**config.mk**
```make
export PLATFORM = sky130hd
export DESIGN_NAME = filter_writeback
export DESIGN_NICKNAME = d
export VERILOG_FILES = /design/src/rtl/filter_wb_pkg.sv /design/src/rtl/wb_fifo.sv /design/src/rtl/filter_writeback.sv
export SDC_FILE = /design/constraint.sdc
export NUM_CORES = 1
export LEC_CHECK = 0
export ABC_AREA = 1
export BUFFER_PORTS_ARGS = -buffer_cell sky130_fd_sc_hd__buf_4
export CORE_MARGIN = 2
export CORE_UTILIZATION = 62
export CTS_BUF_LIST = sky130_fd_sc_hd__clkbuf_16
export CTS_CLUSTER_SIZE = 25
export DETAILED_ROUTE_END_ITERATION = 8
export GPL_ROUTABILITY_DRIVEN = 0
export PLACE_DENSITY = 0.91
export SYNTH_ARGS = -nofsm -noshare
export SYNTH_HDL_FRONTEND = slang
export SYNTH_SLANG_ARGS = --single-unit
```
**constraint.sdc**
```tcl
create_clock -name clk -period 5.07 [get_ports clk]
set_input_delay 0.2535 -clock clk [delete_from_list [all_inputs] [get_ports clk]]
set_output_delay 0.2535 -clock clk [all_outputs]
set_load 0.02 [all_outputs]
```
**src/rtl/filter_wb_pkg.sv**
```systemverilog
// Shared types and constants for the filter write-back stage.
package filter_wb_pkg;

  typedef enum logic [1:0] {
    IDLE   = 2'd0,
    ACTIVE = 2'd1,
    FINISH = 2'd2
  } wb_state_t;

  localparam int PIXEL_W   = 32;
  localparam int ADDR_STEP = 4;

endpackage

```
**src/rtl/wb_fifo.sv**
```systemverilog
// Small synchronous pixel FIFO with a combinational head output.
// Depth must be a power of two so the pointers wrap naturally.
module wb_fifo
  import filter_wb_pkg::*;
#(
  parameter int FIFO_DEPTH = 4,
  parameter int WIDTH      = PIXEL_W
) (
  input  logic             clk,
  input  logic             rst,
  input  logic             push,
  input  logic             pop,
  input  logic [WIDTH-1:0] wdata,
  output logic [WIDTH-1:0] rdata,
  output logic             full,
  output logic             empty
);

  localparam int PTR_W = (FIFO_DEPTH > 1) ? $clog2(FIFO_DEPTH) : 1;

  logic [WIDTH-1:0] r_mem [FIFO_DEPTH];
  logic [PTR_W-1:0] r_wr_ptr;
  logic [PTR_W-1:0] r_rd_ptr;
  logic [PTR_W:0]   r_count;
  logic             w_push;
  logic             w_pop;

  // Requests that would overflow or underflow are dropped here as a safety net.
  assign w_push = push && !full;
  assign w_pop  = pop && !empty;

  assign full  = (r_count == (PTR_W + 1)'(FIFO_DEPTH));
  assign empty = (r_count == '0);
  assign rdata = r_mem[r_rd_ptr];

  // Storage array; contents need no reset because empty masks them.
  always_ff @(posedge clk) begin
    if (w_push) begin
      r_mem[r_wr_ptr] <= wdata;
    end
  end

  // Pointer and occupancy bookkeeping; simultaneous push/pop leaves count unchanged.
  always_ff @(posedge clk or posedge rst) begin
    if (rst) begin
      r_wr_ptr <= '0;
      r_rd_ptr <= '0;
      r_count  <= '0;
    end else begin
      if (w_push) begin
        r_wr_ptr <= r_wr_ptr + PTR_W'(1);
      end
      if (w_pop) begin
        r_rd_ptr <= r_rd_ptr + PTR_W'(1);
      end
      case ({w_push, w_pop})
        2'b10:   r_count <= r_count + (PTR_W + 1)'(1);
        2'b01:   r_count <= r_count - (PTR_W + 1)'(1);
        default: r_count <= r_count;
      endcase
    end
  end

endmodule

```
**src/rtl/filter_writeback.sv**
```systemverilog
// Filter write-back stage: buffers incoming pixels and writes them to
// consecutive word addresses of frame memory, one job per start pulse.
// Optional stall counter output enabled by defining FILTER_WB_STALL_CNT_EN.
module filter_writeback
  import filter_wb_pkg::*;
#(
  parameter int FIFO_DEPTH = 4,
  parameter int ADDR_W     = 32,
  parameter int COUNT_W    = 20
) (
  input  logic               clk,
  input  logic               rst,
  input  logic               start,
  input  logic [ADDR_W-1:0]  base_addr,
  input  logic [COUNT_W-1:0] pixel_count,
  input  logic               pix_valid,
  input  logic [31:0]        pix_data,
  output logic               pix_ready,
  output logic               mem_write,
  output logic [ADDR_W-1:0]  mem_addr,
  output logic [31:0]        mem_wdata,
  input  logic               mem_ack,
  output logic               busy,
  output logic               done
`ifdef FILTER_WB_STALL_CNT_EN
  ,
  output logic [31:0]        stall_cycles
`endif
);

  wb_state_t          r_state;
  logic [ADDR_W-1:0]  r_addr;
  logic [COUNT_W-1:0] r_len;
  logic [COUNT_W-1:0] r_accepted;
  logic [COUNT_W-1:0] r_written;

  logic               w_active;
  logic               w_fifo_full;
  logic               w_fifo_empty;
  logic [PIXEL_W-1:0] w_head;
  logic               w_push;
  logic               w_pop;
  logic               w_start_ok;

  assign w_active   = (r_state == ACTIVE);
  assign w_start_ok = (r_state == IDLE) && start;
  assign w_push     = pix_valid && pix_ready;
  assign w_pop      = mem_write && mem_ack;

  // Never accept more pixels than the job asked for.
  assign pix_ready = w_active && !w_fifo_full && (r_accepted < r_len);
  assign mem_write = w_active && !w_fifo_empty;
  assign mem_addr  = r_addr;
  // Head is held by the FIFO until the ack pops it; force zero when idle so
  // stale or uninitialised storage never shows on the bus.
  assign mem_wdata = mem_write ? w_head : '0;
  assign busy      = w_active;
  assign done      = (r_state == FINISH);

  wb_fifo #(
    .FIFO_DEPTH (FIFO_DEPTH),
    .WIDTH      (PIXEL_W)
  ) u_fifo (
    .clk   (clk),
    .rst   (rst),
    .push  (w_push),
    .pop   (w_pop),
    .wdata (pix_data),
    .rdata (w_head),
    .full  (w_fifo_full),
    .empty (w_fifo_empty)
  );

  // Job control FSM: latch job on start, count accepted/written pixels, step address per ack.
  always_ff @(posedge clk or posedge rst) begin
    if (rst) begin
      r_state    <= IDLE;
      r_addr     <= '0;
      r_len      <= '0;
      r_accepted <= '0;
      r_written  <= '0;
    end else begin
      case (r_state)
        IDLE: begin
          if (start) begin
            r_addr     <= {base_addr[ADDR_W-1:2], 2'b00};
            r_len      <= pixel_count;
            r_accepted <= '0;
            r_written  <= '0;
            r_state    <= (pixel_count != '0) ? ACTIVE : FINISH;
          end
        end
        ACTIVE: begin
          if (w_push) begin
            r_accepted <= r_accepted + COUNT_W'(1);
          end
          if (w_pop) begin
            r_addr    <= r_addr + ADDR_W'(ADDR_STEP);
            r_written <= r_written + COUNT_W'(1);
            if (r_written == r_len - COUNT_W'(1)) begin
              r_state <= FINISH;
            end
          end
        end
        FINISH: begin
          r_state <= IDLE;
        end
        default: begin
          r_state <= IDLE;
        end
      endcase
    end
  end

`ifdef FILTER_WB_STALL_CNT_EN
  logic [31:0] r_stall_cycles;

  // Saturating count of cycles a write request waited for its ack in the current job.
  always_ff @(posedge clk or posedge rst) begin
    if (rst) begin
      r_stall_cycles <= '0;
    end else if (w_start_ok) begin
      r_stall_cycles <= '0;
    end else if (mem_write && !mem_ack && (r_stall_cycles != 32'hFFFF_FFFF)) begin
      r_stall_cycles <= r_stall_cycles + 32'd1;
    end
  end

  assign stall_cycles = r_stall_cycles;
`endif

endmodule

```
==> results of run 1 <==
## logic make-up after synthesis
family	synth area share, %
flip-flops	52.5
AO/OA/AOI/OAI	10.3
adder cells (fa/ha/maj)	3.08
other	0.0312
buffers and inverters	6.05
XOR/XNOR	3.28
AND/OR/NAND/NOR	24.8
## sequential cells by signal, summed over array words and instances, names as in the netlist
register / flops
u_fifo.r_mem: 128
r_written: 20
u_fifo.r_rd_ptr: 2
r_accepted: 20
r_len: 20
u_fifo.r_count: 3
r_state: 2
mem_addr: 30
u_fifo.r_wr_ptr: 2
## worst reg2reg max path, cell delays in order (launching register included)
cell,delay (ps)
dfrtp_1,660
inv_2,230
nor2_4,200
buf_4,550
inv_2,410
nor2_2,300
nor2_1,60
nand2_1,650
nor3_2,140
o21ai_0,210
a21oi_1,60
## synthesized netlist by cell type, types with 4 or more instances
library cell  instances  area share [%]
o211ai_1             14            0.87
inv_1               127             4.0
edfxtp_1            128              32
buf_2                 9            0.37
nor3_1               22            0.92
ha_1                 28             2.9
o21ai_0             137             5.7
clkbuf_1             31            0.97
a31oi_1               5            0.26
a21oi_1              52             2.2
o21ai_1               4            0.17
nor2_1              264             8.2
o22ai_1               5            0.26
xnor2_1              12            0.87
nor4_1               12            0.62
buf_1                 9            0.28
nand2_1             260             8.1
nand4_1              27             1.4
dfrtp_1              99              21
a22oi_1               6            0.37
xor2_1               33             2.4
nand3_1              88             3.7
nand3b_1              6            0.37
## final timing paths
kind	endpoint	slack, ps	depth (start not counted)
max	r_written[12]	1460	10
min	r_len[16]	6	3
max reg2reg	r_written[12]	1460	10
min reg2reg	r_len[1]	520	2
max in group asynchronous	u_fifo.r_rd_ptr[0]	3520	4
min in group asynchronous	mem_addr[18]	370	3
## stage by stage
step / worst slack [ps] / power (W) / hold slack (ps)
final: 1460 / 0.00915 / 5.68
after global routing: 1200 / 0.00967 / 9.70
after CTS: 1530 / 0.00904 / 6.74
after detailed placement: 1610 / 0.00697 / 387
after global placement: 1670 / 0.00678 / 372
after floorplan: 1800 / 0.00557 / 352
## report_power, final
group,switching [W],internal [W],total [W]
Clock,0.000782,0.00120,0.00198
Combinational,0.00282,0.00142,0.00424
Sequential,0.000445,0.00249,0.00294
Total,0.00405,0.00511,0.00915
## final cells by class
cell class                      instances  area (um^2)
Inverter                              130          490
Antenna cell                            1         2.50
Sequential cell                       227         6320
Timing Repair Buffer                  218         1770
Multi-Input combinational cell       1008         5000
Clock buffer                           26          651
Fill cell                            1145         4080
Tap cell                              260          325
Clock inverter                         20          248
## cells in the final DEF (no fill, tap or decap), drive strengths merged, types with 27 or more instances in the layout
cell type,netlist,routed
edfxtp,128,128
xor2,33,33
dfrtp,99,99
buf,23,165
nor2,268,268
nand4,27,27
nand2,262,262
ha,28,28
dlygate4sd3,0,53
nand3,89,89
o21ai,141,141
inv,129,132
a21oi,52,52
## per-layer routing
metal	global-route usage [%]	vias up
li1	-	5141
met1	41.5	5183
met2	56.6	720
met3	5.26	121
met4	14.2	0
met5	0	-
## repair_timing
| item | CTS | global route |
|---|---|---|
| hold endpoints to repair | 196 | 0 |
| setup endpoints to repair | 0 | 0 |
| hold buffers | 53 | 0 |
| buffers inserted | 0 | 0 |
==> run summary, run 1 <==
The wire length of the first global-routing pass came out at 53500 um. In this run, synthesis inferred 128 flip-flops with an integrated enable. The worst setup path is launched from a flip-flop. TritonCTS built the clock tree. In this run the number of H-tree levels came out at 1.

The total count of max-transition violations in the final report was 0. Walking the worst path, the cells encountered are inv_2, nor2_4, buf_4, inv_2, nor2_2, nor2_1, nand2_1, nor3_2, o21ai_0, a21oi_1. The pin count of the biggest net entering global routing came out at 67.

The initial core utilization is 63.7%. The met2 layer wire length in the routed design is 16800 um. For the worst setup path, the data arrival time is 4020 ps.

The Yosys step of the flow raised 0 warnings. The post-layout minimum cycle time is 3610 ps. The y dimension of the die is 143 um. The latest clock arrival within the worst-skew pair is 540 ps.

In this run the most critical hold path is launched from pixel_count[16]. The highest attainable clock frequency came out at 277 MHz. The total number of nets in the final design came out at 1728. The count of pins on the block boundary is 157. The DRC marker count from the first detailed-route iteration came out at 1024.

Wire segments on met3 add up to 3110 um in the final route. The placed cell area came out at 13400 um^2. TritonCTS created 25 clock buffers.

The post-route antenna net violation count is 0. The utilization after layout came out at 78.4%. The finished cells cover 14800 um^2. The final count of hold timing violations was 0. The via count of the first global-routing pass is 10837. The total length of routed wires is 33900 um.

The total number of vias came out at 11165. The standard cell core area came out at 18900 um^2. The count of placed standard cells in the final layout, fillers left out is 1890. The max-capacitance violation count came out at 0. The largest buffer count on any clock path came out at 3. Setup violations remaining at the end of the flow were counted as 0. The final global-route overflow total is 0. The ratio of routed vias to standard cells is 5.91. The critical path in this run is classified as reg -> reg. The number of standard-cell rows in the floorplan came out at 50. The cell count after synthesis is 1418.

The number of placed instances, taps included, is 1790. The average detailed-routed wire length per instance is 17.9 um. The run finished with clean final reports. The actual transition at the worst max-transition pin came out at 859 ps. The startpoint identified for the worst register-to-register timing path is r_state[0]. A synthesized cell averages 8.48 um^2. Among cell families on the critical path, the largest total delay comes from simple AND/OR/NAND/NOR gates.

The total DRC errors in the routed layout is 0. The most used flip-flop cell after synthesis is edfxtp_1. The period utilization is 71.3%. The number of buffer and inverter instances along the worst setup path is 3. In the final timing run, aggregate negative setup slack is 0 ps. In the global route stage, overall resource usage came out at 32.9%.

The power per cell area is 618 nW/um^2. The post-synthesis sequential element count is 227. The share of layout cells above drive strength 1 came out at 13.9%.

The launch point of the worst path is r_state[0]. The clock sink count came out at 227. The count of unique library cells instantiated by Yosys is 45.

The count of cells resized by post-cts repair came out at 0. The leakage power of the design is 6.41 nW. Setup repair after global routing left no endpoint under its margin.

Clock tree synthesis selected as its root buffer the cell clkbuf_16. By instance count, the cell type seen most on the critical path is inv_2. The highest layer touched by signal routing is met4. On the critical path, the stage with the largest delay is an instance of dfrtp_1. The area growth from synthesis to layout came out at 23.1%.

The first TritonRoute pass finished after 7 iterations. In this run the worst path has a maximum fanout of 54. The path class of the tightest hold or removal check is in -> reg. The required time of the critical path is 5480 ps. The register clock-pin slew on the reported worst setup and hold paths is 60 ps. The half-perimeter wire length after detailed placement is 20300 um. The floorplan die area came out at 20500 um^2. The relative slew slack came out at 42.6%. The final clock skew is 13.5 ps. The worst setup path is captured at a flip-flop. The number of antenna violations at the first check in global routing is 1.

The highest ir drop seen on vdd is 0.387 mV. After synthesis, flip-flops and latches occupy 52.5% of the total area. The number of port buffers is 152.

Of all flip-flops after synthesis, the portion carrying an async set or reset was 43.6%. The die span in x is 143 um. The cell area that synthesis handed to floorplanning was 12000 um^2.

The detailed router put a total of 12700 um of wire on met1. The maximum cell stage delay along the critical path came out at 660 ps.
(Power assumes the default switching activity.)
==> run 2, diff against run 1 <==
Settings changed: CORE_UTILIZATION 62 to 53, PLACE_DENSITY 0.91 to 0.83.
Clock period 5.07 ns to 3.05 ns, I/O delays scaled along.
==> run summary, run 2 (synthesis gave the netlist of run 1 again) <==
Ranked by flip-flop count, first place goes to u_fifo.r_mem. The detailed-routed wire length on met3 is 2300 um. After layout, the worst path uses 90.8% of the clock period. For the worst setup path, the data required time is 2900 ps. The post-layout minimum cycle time is 2770 ps. The first global-routing pass estimated 52200 um of wire. Among the stages of the critical path, the cell type that occurs most often is buf_4. The all-layer global routing usage is 26.9%. The number of buffers added for setup after CTS came out at 0. The clock reaches the later pin of the worst-skew pair after 530 ps.

The total DRC errors in the routed layout is 0. The standard cell core area came out at 22400 um^2. The root buffer cell chosen for the clock tree is clkbuf_16.

The worst slack at placement is 428 ps. After clock tree synthesis, the repair step resized 0 gates. The highest ir drop seen on vdd came out at 0.529 mV. On the critical path the largest part of the delay comes from buffers and inverters. For the final database, setup skew stands at 16.5 ps.

The die span in x is 155 um. The uppermost metal layer occupied by signal nets is met4. The data arrival at the endpoint of the critical path is 2620 ps.

The pin count of the biggest net entering global routing came out at 67. The via count of the first global-routing pass is 10494. The initial core utilization is 53.6%. The post-route antenna net violation count is 0. The sequential fraction of design power is 32.6%.

The number of flip-flops under the largest register name is 128. In this run the vertical extent of the chip is 155 um. Dividing the detail-routed wire length by the instance count gives 16.8 um. TritonCTS built the clock tree. The actual transition at the worst max-transition pin came out at 856 ps. The met2 layer wire length in the routed design came out at 16100 um.

The register clock-pin slew on the reported worst setup and hold paths is 60 ps. The total number of nets in the final design is 1757. The worst hold-check path type is in -> reg.

The routed design has 32700 um of wire. The maximum cell stage delay along the critical path came out at 660 ps. Power spread over the standard cell area amounts to 987 nW/um^2. The library cells used most frequently in the layout, excluding fill and tap cells, are nor2_1, nand2_1, buf_4, o21ai_0. The post-route netlist has 14.1% of its cells at a drive strength greater than 1.

The highest attainable clock frequency is 361 MHz. The internal power contribution came out at 0.00823 W. The final count of hold timing violations is 0. The floorplan die area came out at 23900 um^2. The number of standard-cell rows in the floorplan came out at 55. The largest individual stage delay along the critical path comes from the cell clkinv_1. The worst setup path is launched from a flip-flop.

Setup repair after global routing left no endpoint under its margin. The number of antenna violations at the first check in global routing came to 0. The critical path goes through clkinv_1, buf_4, o21ai_0, a21oi_1, buf_4. The total count of max-transition violations in the final report came out at 0. The number of optimization iterations in the first detailed-route pass is 6.

The highest net fanout along the worst path is 32. The DRC marker count from the first detailed-route iteration came out at 1083. The level count of the clock H-tree is 1. The fraction of power spent switching nets came out at 44.7%.

The wire length on met1 is 13200 um. Setup violations remaining at the end of the flow were counted as 0. The largest buffer count on any clock path came out at 3.

The clock sink count came out at 227. The max-capacitance violation count came out at 0. The number of buffers and inverters on the critical path is 3. In this run, the combinational gates consume 47.6% of the power. By startpoint and endpoint, the worst setup path is classified as reg -> out.

The relative slew slack is 42.6%. The final global-route overflow total came out at 0. The total number of vias is 10977.

The worst setup path is captured at an output port. Port buffering added 152 buffers. The leakage power of the design came out at 6.51 nW. The net switching power is 0.00665 W. The post-layout worst setup margin came out at 279 ps. After detailed routing, the number of vias per cell comes to 5.65.

The number of diodes added for antenna fixing came out at 0. The run finished with clean final reports. The half-perimeter wire length after detailed placement came out at 20700 um. The area growth from synthesis to layout is 25.3%. The design draws 0.0149 W. The clock share of power came out at 19.8%.

The count of pins on the block boundary is 157. The number of clock buffers added by TritonCTS is 25.
[run 2: cell count changes in the layout (fill, tap and decap cells not counted), sizes merged]
cell	change
dlygate4sd3	+21
buf	+8
bufinv	-4
clkinv	+3
inv	+3
clkbuf	-1
clkinvlp	-1
diode	-1
[run 2: per-stage QoR]
step | TNS [ps] | hold WS (ps) | util, % | instance area [um^2] | cells
floorplan | -28620 | 251 | - | 12000 | 1419
global placement | 0 | 228 | 60.3 | 13500 | 1823
detailed placement | 0 | 240 | 60.3 | 13500 | 1823
CTS | 0 | 3.00 | 67.2 | 15100 | 1943
global route | 0 | 30.0 | 67.2 | 15100 | 1943
finish | 0 | 5.16 | 67.2 | 15100 | 1943
[run 2: repair_timing]
item,in CTS,in global routing
hold endpoints to repair,207,0
hold buffers,74,0
endpoints found under the setup margin,0,0
[run 2: final timing paths]
kind,startpoint,end,slack [ps],cells past startpoint
max in group asynchronous,rst,mem_addr[7],2120,4
min in group asynchronous,rst,r_accepted[8],230,3
min reg2reg,u_fifo.r_count[0],u_fifo.r_count[0],510,1
max reg2reg,r_state[1],mem_addr[14],410,8
min,base_addr[28],mem_addr[28],5,5
max,u_fifo.r_rd_ptr[0],mem_wdata[29],280,5
[run 2: layer usage]
| metal | vias to the layer above | GRT usage (%) |
|---|---|---|
| met2 | 535 | 47.2 |
| met5 | - | 0 |
| li1 | 5203 | - |
| met3 | 93 | 3.14 |
| met4 | 0 | 9.74 |
| met1 | 5146 | 34.6 |
[run 2: worst reg2reg max path: stages, from the launching register on]
cell,delay (ps)
dfrtp_1,470
nor2_4,360
nand2_2,130
nor2_4,200
nor2_2,90
nor3_4,410
buf_4,500
o21ai_0,190
a22oi_1,210
[run 2: power groups by stage]
stage          Combinational [W]  Sequential [W]  Clock (W)
2_1_floorplan            0.00438         0.00488          0
3_3_place_gp             0.00666         0.00483          0
3_5_place_dp             0.00685         0.00487          0
4_1_cts                  0.00699         0.00483    0.00297
5_1_grt                  0.00780         0.00494    0.00310
6_report                 0.00709         0.00486    0.00294
[run 2: layout make-up]
class,instances,area [um^2]
Fill cell,1699,7350
Sequential cell,227,6320
Multi-Input combinational cell,1008,5000
Inverter,130,490
Tap cell,285,357
Clock buffer,25,626
Timing Repair Buffer,247,2100
Clock inverter,21,183
